===== src/rtl/irq_pin_conditioner_pkg.sv =====
// Shared types and constants for the CPU interrupt/reset pin conditioner.
// Package name: irq_cond_pkg.
package irq_cond_pkg;

    // Width of the reset qualify/hold counter and the optional IRQ filter counter.
    localparam int CNT_W = 4;

    // Reset-request conditioning states.
    typedef enum logic [1:0] {
        R_IDLE   = 2'd0,
        R_QUAL   = 2'd1,
        R_ACTIVE = 2'd2,
        R_HOLD   = 2'd3
    } res_state_t;

endpackage


===== src/rtl/irq_pin_conditioner_pin_sync.sv =====
// Multi-stage synchroniser for one raw, active-low CPU pin.
// Resets to 1 so a pin looks inactive until real samples arrive.
module pin_sync #(
    parameter int SYNC_STAGES = 2
) (
    input  logic clk,
    input  logic reset_n,
    input  logic pin,
    output logic sync
);

    logic [SYNC_STAGES-1:0] sr;

    // Shift the raw pin through SYNC_STAGES flops.
    always_ff @(posedge clk or negedge reset_n) begin
        if (!reset_n) begin
            sr <= '1;
        end else begin
            sr <= {sr[SYNC_STAGES-2:0], pin};
        end
    end

    assign sync = sr[SYNC_STAGES-1];

endmodule


===== src/rtl/irq_pin_conditioner.sv =====
// Conditions the raw RESB/NMIB/IRQB pins for the interrupt-priority stage:
// synchronises them, qualifies and stretches reset, latches NMI on its
// falling edge until acknowledged, and masks IRQ with the I flag.
// Optional build macro: IRQ_GLITCH_FILTER_EN (IRQ must stay low FILT_CYC cycles).
//
// NMI handshake: nmib_out low means a request is pending; the core answers
// with a single-cycle nmi_ack pulse when the vector fetch starts, which clears
// the request on the next edge unless a new falling edge arrives in that same
// cycle (the new edge wins). An ack with no request pending is ignored.
module irq_pin_conditioner
    import irq_cond_pkg::*;
#(
    parameter int SYNC_STAGES  = 2,
    parameter int RES_MIN_CYC  = 2,
    parameter int RES_HOLD_CYC = 4,
    parameter int FILT_CYC     = 3
) (
    input  logic       clk,
    input  logic       reset_n,
    input  logic       resb_pin,
    input  logic       nmib_pin,
    input  logic       irqb_pin,
    input  logic       i_flag,
    input  logic       nmi_ack,
    output logic       resb_out,
    output logic       nmib_out,
    output logic       irqb_out,
    output res_state_t dbg_res_state
);

    localparam logic [CNT_W-1:0] MIN_LAST  = CNT_W'(RES_MIN_CYC - 1);
    localparam logic [CNT_W-1:0] HOLD_INIT = CNT_W'(RES_HOLD_CYC);
    localparam logic [CNT_W-1:0] CNT_ONE   = CNT_W'(1);

    logic rs, ns, is;
    logic ns_prev, nmi_lat, irq_qual, irq_req;
    res_state_t state, state_nxt;
    logic [CNT_W-1:0] cnt, cnt_nxt;
    logic resb_nxt;

    pin_sync #(.SYNC_STAGES(SYNC_STAGES)) u_sync_res (
        .clk(clk), .reset_n(reset_n), .pin(resb_pin), .sync(rs));
    pin_sync #(.SYNC_STAGES(SYNC_STAGES)) u_sync_nmi (
        .clk(clk), .reset_n(reset_n), .pin(nmib_pin), .sync(ns));
    pin_sync #(.SYNC_STAGES(SYNC_STAGES)) u_sync_irq (
        .clk(clk), .reset_n(reset_n), .pin(irqb_pin), .sync(is));

    // Reset FSM state, counter and registered reset output.
    always_ff @(posedge clk or negedge reset_n) begin
        if (!reset_n) begin
            state    <= R_HOLD;
            cnt      <= HOLD_INIT;
            resb_out <= 1'b0;
        end else begin
            state    <= state_nxt;
            cnt      <= cnt_nxt;
            resb_out <= resb_nxt;
        end
    end

    // Reset FSM next state: qualify a low run, then stretch the release.
    always_comb begin
        state_nxt = state;
        cnt_nxt   = cnt;
        case (state)
            R_IDLE: begin
                if (!rs) begin
                    if (RES_MIN_CYC == 1) begin
                        state_nxt = R_ACTIVE;
                    end else begin
                        state_nxt = R_QUAL;
                        cnt_nxt   = CNT_ONE;
                    end
                end
            end
            R_QUAL: begin
                if (rs) begin
                    state_nxt = R_IDLE;
                end else if (cnt == MIN_LAST) begin
                    state_nxt = R_ACTIVE;
                end else begin
                    cnt_nxt = cnt + CNT_ONE;
                end
            end
            R_ACTIVE: begin
                if (rs) begin
                    state_nxt = R_HOLD;
                    cnt_nxt   = HOLD_INIT;
                end
            end
            R_HOLD: begin
                if (!rs) begin
                    state_nxt = R_ACTIVE;
                end else if (cnt == CNT_ONE) begin
                    state_nxt = R_IDLE;
                end else begin
                    cnt_nxt = cnt - CNT_ONE;
                end
            end
            default: begin
                state_nxt = R_HOLD;
                cnt_nxt   = HOLD_INIT;
            end
        endcase
    end

    // Reset output decode: asserted whenever the next state holds reset.
    always_comb begin
        resb_nxt = !((state_nxt == R_ACTIVE) || (state_nxt == R_HOLD));
    end

    assign dbg_res_state = state;

`ifdef IRQ_GLITCH_FILTER_EN
    logic [CNT_W-1:0] filt_cnt, filt_cnt_nxt;

    // IRQ filter count: consecutive low samples, saturating, cleared by any high.
    always_comb begin
        filt_cnt_nxt = filt_cnt;
        if (is) begin
            filt_cnt_nxt = '0;
        end else if (filt_cnt != '1) begin
            filt_cnt_nxt = filt_cnt + CNT_ONE;
        end
    end

    // IRQ filter counter register.
    always_ff @(posedge clk or negedge reset_n) begin
        if (!reset_n) begin
            filt_cnt <= '0;
        end else begin
            filt_cnt <= filt_cnt_nxt;
        end
    end

    assign irq_qual = !is && (filt_cnt_nxt >= CNT_W'(FILT_CYC));
`else
    assign irq_qual = !is;
`endif

    assign irq_req = irq_qual && !i_flag;

    // NMI edge latch and masked IRQ register; both suppressed while reset is out.
    always_ff @(posedge clk or negedge reset_n) begin
        if (!reset_n) begin
            ns_prev  <= 1'b1;
            nmi_lat  <= 1'b0;
            irqb_out <= 1'b1;
        end else begin
            ns_prev <= ns;
            if (!resb_out) begin
                nmi_lat <= 1'b0;
            end else if (ns_prev && !ns) begin
                nmi_lat <= 1'b1;
            end else if (nmi_ack) begin
                nmi_lat <= 1'b0;
            end
            irqb_out <= resb_out ? !irq_req : 1'b1;
        end
    end

    assign nmib_out = !nmi_lat;

endmodule


===== config.mk =====
export PLATFORM = sky130hd
export DESIGN_NAME = irq_pin_conditioner
export DESIGN_NICKNAME = d
export VERILOG_FILES = /design/src/rtl/irq_pin_conditioner_pkg.sv /design/src/rtl/irq_pin_conditioner_pin_sync.sv /design/src/rtl/irq_pin_conditioner.sv
export SDC_FILE = /design/constraint.sdc
export NUM_CORES = 1
export LEC_CHECK = 0
export ABC_AREA = 1
export CAP_MARGIN = 10
export CELL_PAD_IN_SITES_DETAIL_PLACEMENT = 1
export CELL_PAD_IN_SITES_GLOBAL_PLACEMENT = 1
export CORE_AREA = 2 2 45 47
export CTS_CLUSTER_SIZE = 25
export DETAILED_ROUTE_END_ITERATION = 8
export DIE_AREA = 0 0 47 49
export PLACE_DENSITY = 0.74
export SLEW_MARGIN = 30
export SYNTH_ARGS = -nofsm -noshare
export SYNTH_HDL_FRONTEND = slang
export SYNTH_SLANG_ARGS = --single-unit

===== constraint.sdc =====
create_clock -name clk -period 3.3 [get_ports clk]
set_input_delay 0.66 -clock clk [delete_from_list [all_inputs] [get_ports clk]]
set_output_delay 0.66 -clock clk [all_outputs]
set_load 0.01 [all_outputs]

==> out/metrics.yaml, run 1 <==
status: "finished clean"
die-width_um: 47
ant_nets: 0
synth_seq_area_share_pct: 58.4
slew_violations: 0
min_period_ns: 2.11
crit_buf_inv: 1
critical_path_required_ns: 2.64
crit_cells: 1
avgRoutedWirePerCell_um: 12.4
fmax_mhz: 474
netlist.area_leader.share_pct: 40.7
core_area_sq_um: 1840
area_delta_synth_final_pct: 25.4
setup_viol: 0
drive_above_1_share_pct: 25.0
hold_buffers: 0
drt_iter0_drc: 7
cp_data_arrival_time_ns: 1.45
p_per_area_nw_per_um2: 853
critPathKind: "flip-flop to output pin"
avgSynthCellArea_sq_um: 9.72
start_util_pct: 38.5
ys_seq_elements: 16
grt_pass1_vias: 557
setup_ws_ns: 1.19
rows: 16
fin_tns_setup_ns: 0
max_cap_viol_count: 0
cts_setup_buffers: 0
cp_slowest_stage_delay_ns: 0.60
hold_path.class: "flip-flop to flip-flop"
cts_resized: 0
slowest_stage: "dfstp_2"
path_delay_family: "flip-flops"
ys_types: 18
dp_hpwl_um: 1070
drcViolationCount: 0
root_buffer: "clkbuf_4"
cts_made_buffers: 3
skew_ns: 0.00770
reg2reg_depth: 7
fin_crit_sh_pct: 63.9
antenna_found_initial: 0
grt_max_degree: 17
netlist_instances: 73
h-tree-depth: 1
final_area_sq_um: 890
crit_fanout: 7
placed_area_sq_um: 853
ios: 12
portBuffers: 11
clk_path_buf_depth: 2
p_leak_nw: 0.413
worstMarginPinSlew_ns: 0.698
fp.dieArea_sq_um: 2300
whs_path_depth: 0
finalHoldViolCount: 0
gp_congestion: 0.761
grt-ovfl-total: 0
synth_fp_nets: 83
crit_chain: "clkdlybuf4s50_1"
peakVddDrop_mv: 0.401
grt_usage_pct: 15.7
finalNetCount: 99
clock_sinks: 16
yosysTopAreaCell: "dfstp_2"
grt_pass1_wl_um: 2570
drtPass1Iterations: 4
ys_warn_count: 0
netlist_area_sq_um: 709
route.vias.total: 528
max_slew_margin_pct: 53.3
clk_latency_ns: 0.29
chipHeight_um: 49
cts_tree: "yes"
ys_top_cells_by_area: "dfstp_2, dfrtp_1, nand2_1"
num_antenna_cells: 0
startpoint_type: "flip-flop"
drt-total-wl_um: 1430
end_kind: "output pin"
rsz0062_at_grt: "no"
clkTransAtPathRegs_ns: 0.10
vias_per_cell: 4.59
dp_worst_setup_slack_ns: 1.52
## cells by family (layout without fill, tap and decap cells)
family / Yosys count / in the layout / share of synthesized area [%]
AO/OA/AOI/OAI: 9 / 9 / 7.58
adder cells (fa/ha/maj): 3 / 3 / 5.29
flip-flops: 16 / 16 / 58.4
AND/OR/NAND/NOR: 31 / 31 / 20.3
buffers and inverters: 13 / 28 / 7.23
XOR/XNOR: 1 / 1 / 1.23
## metrics by stage
stage / instances / total power [mW] / hold WS [ns] / util (%)
6_report: 115 / 0.759 / 0.361 / 48.3
5_1_grt: 115 / 0.828 / 0.369 / 48.3
4_1_cts: 115 / 0.773 / 0.364 / 48.3
3_5_place_dp: 111 / 0.634 / 0.349 / 46.3
3_3_place_gp: 111 / 0.617 / 0.345 / 46.3
2_1_floorplan: 73 / 0.515 / 0.345 / -
## report_power, final
group,switching (mW),leakage [nW],internal (mW)
Clock,0.0621,0.0210,0.0672
Combinational,0.181,0.211,0.128
Sequential,0.0563,0.180,0.264
Total,0.300,0.413,0.459
## cell type report
class                   instances  area [sq um]
inverters                      13          51.3
well taps                      27          33.8
repair buffers                 11           110
fillers                       226           952
flip-flops and latches         16           414
clock buffers                   4          36.3
multi-input cells              44           244
## per-layer routing
layer | up-vias | share of wire, % | track usage [%]
li1 | 254 | - | -
met1 | 259 | 44 | 21.4
met2 | 12 | 50 | 24.9
met3 | 3 | 4.1 | 2.22
met4 | 0 | 1.3 | 5.56
met5 | - | 0 | 0
## registers in the layout, summed over array words and instances, names as in the netlist
name / cells
cnt: 4
dbg_res_state: 2
u_sync_irq.sr: 2
u_sync_nmi.sr: 2
u_sync_res.sr: 2
irqb_out: 1
nmi_lat: 1
ns_prev: 1
resb_out: 1
## cell usage in the layout, fill, tap and decap left out, drive strengths merged
cell type / count
dfrtp: 5
inv: 13
nand2: 18
nand3: 6
clkdlybuf4s50: 11
nor2: 5
xnor2: 1
and2: 1
dfstp: 11
clkbuf: 4
nand4: 1
ha: 3
o21ai: 8
o22ai: 1
## synthesized netlist by cell type
| cell | count |
|---|---|
| nand2_1 | 17 |
| inv_1 | 12 |
| dfstp_2 | 11 |
| dfrtp_1 | 5 |
| o21ai_0 | 5 |
| nand3_1 | 4 |
| nor2_1 | 4 |
| ha_1 | 3 |
| nand3_2 | 2 |
| o21ai_2 | 2 |
| and2_1 | 1 |
| inv_4 | 1 |
| nand2_2 | 1 |
| nand4_1 | 1 |
| nor2_2 | 1 |
| o21ai_1 | 1 |
| o22ai_1 | 1 |
| xnor2_1 | 1 |
## path summary, 6_finish.rpt
check | from | end | slack, ns
max in group asynchronous | reset_n | cnt[1] | 2.08
worst max-delay path | dbg_res_state[0] | dbg_res_state[0] | 1.19
worst max register to register | cnt[1] | cnt[1] | 1.99
worst min-delay path | u_sync_nmi.sr[0] | u_sync_nmi.sr[1] | 0.36
min in group asynchronous | reset_n | resb_out | 0.78
worst min register to register | u_sync_nmi.sr[0] | u_sync_nmi.sr[1] | 0.36
Power figures use the tool's default switching activity.
==> run 2, diff against run 1 <==
Settings changed: CORE_AREA 2 2 45 47 to 2 2 55 42, DIE_AREA 0 0 47 49 to 0 0 57 44, PLACE_DENSITY 0.74 to 0.69.
Clock period 3.3 ns to 2.1 ns, I/O delays scaled along.
==> run 2 against run 1 <==
  * Setup slack lost 0.95 ns
  * Largest power group unchanged
  * Clock power rose by 56%
  * Clock skew fell by 0.0012 ns
  * Clock-buffer cell count is the same
  * Critical path depth unchanged
  * Global-route usage fell by 1.8 points
==> out/metrics.yaml, run 2 (synthesized netlist as in run 1, its figures left out) <==
status: "finished clean"
endpoint: "dbg_res_state[1]"
skew_ns: 0.00653  # -0.00116 ns
area_delta_synth_final_pct: 25.9
final_common_cell: "nand2_1"
rows: 14  # -2
crit_buf_inv: 1  # unchanged
startpoint_type: "flip-flop"
crit_chain: "clkdlybuf4s50_1"
end_kind: "output pin"
largest_register_ff_count: 4  # unchanged
fp.dieArea_sq_um: 2510  # +8.9%
num_antenna_cells: 0  # unchanged
worstMarginPinSlew_ns: 0.228  # -0.470 ns
r2r_slack_ns: 0.80  # -1.19 ns
grt_pass1_vias: 531  # -4.7%
drive_above_1_share_pct: 25.8  # +0.84 points
clk_path_buf_depth: 2  # unchanged
fin_tns_setup_ns: 0  # unchanged
antenna_found_initial: 0  # unchanged
crit_start: "dbg_res_state[1]"
top_register: "cnt"
fmax_mhz: 537
ios: 12  # unchanged
chipHeight_um: 44  # -10%
cts_tree: "yes"
setup_viol: 0  # unchanged
reg2reg_depth: 7  # unchanged
layout_common_cells: "nand2_1, inv_1, dfstp_2, clkdlybuf4s50_1"
combPwrFrac_pct: 40.5  # -0.3 points
critical_path_required_ns: 1.68  # -0.96 ns
cts_resized: 0  # unchanged
min_period_ns: 1.86
portBuffers: 11  # unchanged
swShare_pct: 39.0  # -0.48 points
crit_fanout: 6  # -1
peakVddDrop_mv: 0.639  # +60%
drtPass1Iterations: 3  # -1
nFillCells: 234  # +3.5%
finalNetCount: 100  # +1.0%
route.vias.total: 511  # -3.2%
p_per_area_nw_per_um2: 1320  # +55%
critPathKind: "flip-flop to output pin"
die-width_um: 57  # +21%
holdCritStartpoint: "u_sync_irq.sr[0]"
internal-power_uw: 722  # +57%
grt-ovfl-total: 0  # unchanged
avgRoutedWirePerCell_um: 11.9  # -3.9%
root_buffer: "clkbuf_4"
regToRegStartpoint: "cnt[1]"
slowest_stage: "dfstp_2"
cp_data_arrival_time_ns: 1.44  # about the same
hold_slack_ns: 0.353  # -0.00836 ns
max_cap_viol_count: 0  # unchanged
h-tree-depth: 1  # unchanged
start_util_pct: 35.5  # -3.0 points
slew_violations: 0  # unchanged
core_area_sq_um: 2000  # +8.4%
cts_made_buffers: 3  # unchanged
dp_hpwl_um: 1040  # -2.6%
path_delay_family: "flip-flops"
drcViolationCount: 0  # unchanged
clock_sinks: 16  # unchanged
switchingPower_uw: 461  # +54%
p_leak_nw: 0.417  # +1.2%
rsz0062_at_grt: "no"
clk_latency_ns: 0.29  # about the same
grt_pass1_wl_um: 2470  # -3.7%
gp_congestion: 0.740  # -2.8%
p_seq_share_pct: 42.5  # +0.3 points
max_slew_margin_pct: 84.6  # +31 points
drt-total-wl_um: 1350  # -5.6%
rr_endpoint: "cnt[0]"
drt_iter0_drc: 7  # unchanged
cts_setup_buffers: 0  # unchanged
vias_per_cell: 4.52  # -1.5%
ant_nets: 0  # unchanged
clkTransAtPathRegs_ns: 0.09  # about the same
finalHoldViolCount: 0  # unchanged
fin_crit_sh_pct: 88.7
grt_usage_pct: 13.9  # -1.8 points
power_frac_clock_pct: 17.0  # about the same
grt_max_degree: 17  # unchanged
crit_cells: 1  # unchanged
hold_buffers: 0  # unchanged
hold_path.class: "flip-flop to flip-flop"
cp_slowest_stage_delay_ns: 0.60  # about the same
-- run 2: changes by cell type in the layout (fill, tap and decap cells not counted), sizes merged --
cell and change:
buf +1
-- run 2: power by group through the flow --
| stage | combinational, mW | clock, mW | sequential, mW |
|---|---|---|---|
| CTS | 0.488 | 0.213 | 0.506 |
| global placement | 0.478 | 0 | 0.505 |
| floorplan | 0.306 | 0 | 0.504 |
| finish | 0.479 | 0.201 | 0.503 |
| global route | 0.554 | 0.231 | 0.523 |
| detailed placement | 0.485 | 0 | 0.512 |
-- run 2: metrics by stage --
| step | cell area (sq um) | total power, mW | setup slack, ns | cells | utilization (%) |
|---|---|---|---|---|---|
| after global placement | 857 | 0.983 | 0.568 | 109 | 42.9 |
| final | 893 | 1.18 | 0.238 | 113 | 44.7 |
| after floorplan | 709 | 0.810 | 0.958 | 73 | - |
| after detailed placement | 857 | 0.996 | 0.556 | 109 | 42.9 |
| after CTS | 893 | 1.21 | 0.218 | 113 | 44.7 |
| after global routing | 893 | 1.31 | 0.165 | 113 | 44.7 |
-- run 2: area by class of cell --
cell class / count / area [sq um] / area share (%)
clock buffer: 4 / 36.3 / 4.06
inverter: 13 / 51.3 / 5.74
multi-input combinational: 44 / 244 / 27.3
sequential: 16 / 414 / 46.4
tap: 24 / 30.0 / 3.36
timing repair buffer: 12 / 118 / 13.2
-- run 2: worst min path at each step --
stage	to	cells after the start	slack, ns
3_3_place_gp	u_sync_nmi.sr[1]	0	0.35
3_5_place_dp	u_sync_nmi.sr[1]	0	0.35
5_1_grt	u_sync_irq.sr[1]	0	0.37
4_1_cts	u_sync_irq.sr[1]	0	0.35
2_1_floorplan	cnt[0]	0	0.12
6_report	u_sync_irq.sr[1]	0	0.35
-- run 2: metal layers --
metal | share of wire [%] | track usage (%) | wire length [um] | vias up
li1 | - | - | - | 258
met1 | 51 | 19.0 | 693 | 241
met2 | 42 | 18.6 | 560 | 8
met3 | 4.0 | 5.37 | 54 | 4
met4 | 2.8 | 8.37 | 38 | 0
met5 | 0 | 0 | 0 | -
-- run 2: worst register-to-register path, cell delays in order (launching register included) --
cell	delay [ns]
dfrtp_1	0.43
inv_1	0.14
ha_1	0.18
nand3_2	0.10
nand2_2	0.14
inv_4	0.07
nand2_1	0.07
o21ai_2	0.05
